$ cat src/rtl/rr_mux_arbiter4.sv
// Round-robin arbiter for four requesters sharing one multiplexed data path.
// The granted word is registered and presented downstream over valid/ready.
// After each transfer the path drops back to IDLE for one cycle, and the
// requester that was just served becomes the lowest priority.
module rr_mux_arbiter4 #(
   parameter int unsigned DATA_WIDTH = 3,
   parameter int unsigned SEL_WIDTH  = 2
) (
   input  logic                  clk,
   input  logic                  reset,
   input  logic [3:0]            req,
   input  logic [DATA_WIDTH-1:0] in0,
   input  logic [DATA_WIDTH-1:0] in1,
   input  logic [DATA_WIDTH-1:0] in2,
   input  logic [DATA_WIDTH-1:0] in3,
   output logic [3:0]            ack,
   output logic [3:0]            grant,
   output logic [SEL_WIDTH-1:0]  sel,
   output logic [DATA_WIDTH-1:0] out_data,
   output logic                  out_valid,
   input  logic                  out_ready
);

   localparam logic [0:0] IDLE = 1'b0;
   localparam logic [0:0] BUSY = 1'b1;

   logic [0:0]            state_q, state_d;
   logic [SEL_WIDTH-1:0]  ptr_q, ptr_d;
   logic [3:0]            grant_d;
   logic [SEL_WIDTH-1:0]  sel_d;
   logic [DATA_WIDTH-1:0] data_d;
   logic                  valid_d;

   logic                  found;
   logic [SEL_WIDTH-1:0]  pick;
   logic [SEL_WIDTH-1:0]  idx;
   logic [DATA_WIDTH-1:0] pick_data;

   // A requester's word is accepted in the cycle the consumer takes it.
   assign ack = grant & {4{out_valid & out_ready}};

   // Round-robin search from ptr, the data mux, and next-state/output logic.
   always_comb begin
      state_d   = state_q;
      ptr_d     = ptr_q;
      grant_d   = grant;
      sel_d     = sel;
      data_d    = out_data;
      valid_d   = out_valid;
      found     = 1'b0;
      pick      = '0;
      idx       = '0;
      pick_data = '0;

      // Walk from the farthest offset down so the one nearest ptr wins.
      for (int i = 3; i >= 0; i--) begin
         idx = ptr_q + SEL_WIDTH'(i);
         if (req[idx]) begin
            found = 1'b1;
            pick  = idx;
         end
      end

      case (pick)
         2'd0:    pick_data = in0;
         2'd1:    pick_data = in1;
         2'd2:    pick_data = in2;
         default: pick_data = in3;
      endcase

      case (state_q)
         IDLE: begin
            if (found) begin
               grant_d = 4'(1) << pick;
               sel_d   = pick;
               data_d  = pick_data;
               valid_d = 1'b1;
               state_d = BUSY;
            end
         end
         BUSY: begin
            // The word is held until the consumer takes it; req is ignored here.
            if (out_ready) begin
               ptr_d   = sel + SEL_WIDTH'(1);
               grant_d = 4'b0000;
               valid_d = 1'b0;
               state_d = IDLE;
            end
         end
         default: begin
            grant_d = 4'b0000;
            valid_d = 1'b0;
            state_d = IDLE;
         end
      endcase
   end

   // State and output registers; reset drops any in-flight word.
   always_ff @(posedge clk) begin
      if (reset) begin
         state_q   <= IDLE;
         ptr_q     <= '0;
         grant     <= 4'b0000;
         sel       <= '0;
         out_data  <= '0;
         out_valid <= 1'b0;
      end else begin
         state_q   <= state_d;
         ptr_q     <= ptr_d;
         grant     <= grant_d;
         sel       <= sel_d;
         out_data  <= data_d;
         out_valid <= valid_d;
      end
   end

endmodule

$ cat config.mk
export PLATFORM = sky130hd
export DESIGN_NAME = rr_mux_arbiter4
export DESIGN_NICKNAME = d
export VERILOG_FILES = /design/src/rtl/rr_mux_arbiter4.sv
export SDC_FILE = /design/constraint.sdc
export NUM_CORES = 1
export LEC_CHECK = 0
export ABC_AREA = 1
export CORE_MARGIN = 3
export CORE_UTILIZATION = 43
export DETAILED_ROUTE_END_ITERATION = 12
export GPL_ROUTABILITY_DRIVEN = 0
export PLACE_DENSITY_LB_ADDON = 0.2
export SLEW_MARGIN = 5
export SYNTH_ARGS = -nofsm -noshare
export SYNTH_HDL_FRONTEND = slang
export SYNTH_SLANG_ARGS = --single-unit
$ cat constraint.sdc
create_clock -name clk -period 2.3 [get_ports clk]
set_clock_uncertainty 0.2 [all_clocks]
set_input_delay 0.46 -clock clk [delete_from_list [all_inputs] [get_ports clk]]
set_output_delay 0.46 -clock clk [all_outputs]
set_load 0.005 [all_outputs]
==> reports/metrics.cfg <==
[grt]
grt_usage = 0.181
overflow = 0
grt_pass1_vias = 909
antenna_found_initial = 0
grt_max_degree = 12
grt_pass1_wl_microns = 3550

[detailed_routing]
vias = 977
routed_wirelength_microns = 2200
drt-wirelength-per-cell_microns = 10.9
drt_iter0_drc = 12
ant_nets = 0
drt_pass1_iterations = 3
post-route-drc-count = 0
vias_per_cell = 4.84

[timing]
min_period_ns = 2.03
slew_headroom = 0.791
setup_viol = 0
slew_viol_final = 0
final_hold_viol_count = 0
fin_crit_sh = 0.885
max_slew.worst_pin.slew_ns = 0.313
rsz0062_at_grt = no
fmax_mhz = 492

[die]
num_rows = 15
floorplan.initialDensity = 0.488
die_w_microns = 51.9
die_y_microns = 51.9
dieArea_sq_um = 2690
core_sq_um = 1860
ios = 33

[cts]
cts_sinks = 13
clock_latency_ns = 0.28
clockBufferDepth = 2
hold_buffers = 0
clkTransAtPathRegs_ns = 0.08
root_buffer = clkbuf_4
htreeDepth = 1
cts_tree = built
cts_buffers = 3

[setup_path]
reg2regPathDepth = 10
criticalPathCategory = in -> out
crit_path_start_kind = primary input
r2r_start = ptr_q[0]
startpoint = out_ready
worstSetupEndpoint = ack[1]
crit_required_ns = 1.64
endpoint_kind = primary output
cp.arrival_ns = 1.37
rr_endpoint = grant[3]
cp_max_fo = 4
rrSetupSlack_ns = 0.27

[synth]
synthTopCellsByArea = dfxtp_1 29%, nand2_1 15%, inv_1 8.7%
synth.top_cell.area_share = 0.287
yosysSeqAreaShare = 0.287
synthCells = 140
synth_flop_cell = dfxtp_1
yosys_register_bits = 13
synth_cell_types = 23
synth.avg_cell_area_sq_um = 6.47
post-synth-top-area-cell = dfxtp_1
syn_nets = 159
synth_edf_count = 0
async_reset_ff_frac = 0
ys_warn_count = 0
mappedNetlistArea_sq_um = 906

[placed_design]
place.port_buffers = 32
place_hpwl_microns = 1790
placed_cell_area_sq_um = 1260

[cells_and_area]
num-fill-cells = 173
n_antenna_cell = 0
fin_nets = 197
final_common_cell = nand2_1
areaGrowthSynthToFinish_pct = 42.5
final_cell_area_sq_um = 1290
final_cell_mix = 36 x nand2_1, 31 x clkdlybuf4s50_1, 21 x inv_1
final_layout_size_suffix_gt1_frac = 0.169

[power]
ir_drop_mv = 0.316
leakagePower_nw = 0.584
pwr_density_cell_nw_per_um2 = 595
power_w = 0.000768

[run_status]
status = finished, final reports clean

[flow_run]
maxCapViolations = 0

[worst_hold_path]
hp-class = reg -> reg

per-stage QoR:
stage          setup slack, ns  setup TNS, ns  utilization  hold WS (ns)  std cells
2_1_floorplan            0.601              0            -         0.269        140
3_3_place_gp            0.0103              0        0.680         0.262        198
3_5_place_dp           -0.0379         -0.163        0.680         0.265        198
4_1_cts                  0.245              0        0.695         0.275        202
5_1_grt                 0.0746              0        0.695         0.296        202
6_report                 0.266              0        0.695         0.274        202
final cells by class:
type / instances / area (sq um) / share of cell area
clock buffers: 4 / 26.3 / 0.0203
inverters: 24 / 90.1 / 0.0698
multi-input cells: 99 / 527 / 0.408
flip-flops and latches: 13 / 260 / 0.202
well taps: 25 / 31.3 / 0.0242
repair buffers: 37 / 357 / 0.276
state kept, by name, indices dropped and copies added, names as in the netlist:
name / cells
state_q: 1
grant: 4
out_valid: 1
out_data: 3
ptr_q: 2
sel: 2
where the power goes:
part           switching [W]  internal (W)
Sequential         0.0000233      0.000256
Clock              0.0000770     0.0000674
Combinational       0.000183      0.000162
worst max-delay path: stages:
cell and delay (ns):
dlygate4sd2_1 0.24, nand2_2 0.08, nor2_1 0.09, clkdlybuf4s50_1 0.50
synth_stat cells (3+ instances only):
| master | count |
|---|---|
| nand3b_1 | 3 |
| nand4_1 | 6 |
| nand2_1 | 37 |
| dfxtp_1 | 13 |
| o21ai_0 | 4 |
| nor2_1 | 7 |
| nand2_2 | 7 |
| inv_2 | 3 |
| nand3_2 | 3 |
| a21oi_1 | 9 |
| nand3_1 | 10 |
| o21ai_1 | 3 |
| inv_1 | 21 |
| a21oi_2 | 3 |
what timing repair did:
item                       in CTS  in global routing
setup endpoints to repair       4                  0
buffers inserted                0                  0
gates resized for setup         2                  0
cells by family after synthesis:
kind of cell | Yosys count | share of synthesized area
and+or+nand+nor | 76 | 0.417
AOI/OAI and AO/OA | 22 | 0.152
xor gates and xnor gates | 1 | 0.00967
buffers and inverters | 28 | 0.134
DFF | 13 | 0.287
layer usage:
| metal | GRT usage | vias to the layer above | wire length (microns) |
|---|---|---|---|
| met1 | 0.170 | 425 | 886 |
| met3 | 0.0172 | 5 | 73 |
| li1 | - | 519 | - |
| met2 | 0.354 | 28 | 1180 |
| met4 | 0.127 | 0 | 57 |
| met5 | 0 | - | 0 |
how the worst min path moves through the flow:
stage / from / to / slack (ns) / cells past startpoint
after global placement: grant[1] / grant[1] / 0.26 / 2
after CTS: grant[2] / grant[2] / 0.27 / 2
after global routing: grant[2] / grant[2] / 0.30 / 2
final: grant[2] / grant[2] / 0.27 / 2
after floorplan: grant[0] / grant[0] / 0.27 / 2
after detailed placement: grant[2] / grant[2] / 0.26 / 2
Note: power is estimated with default switching activity, not from simulation.
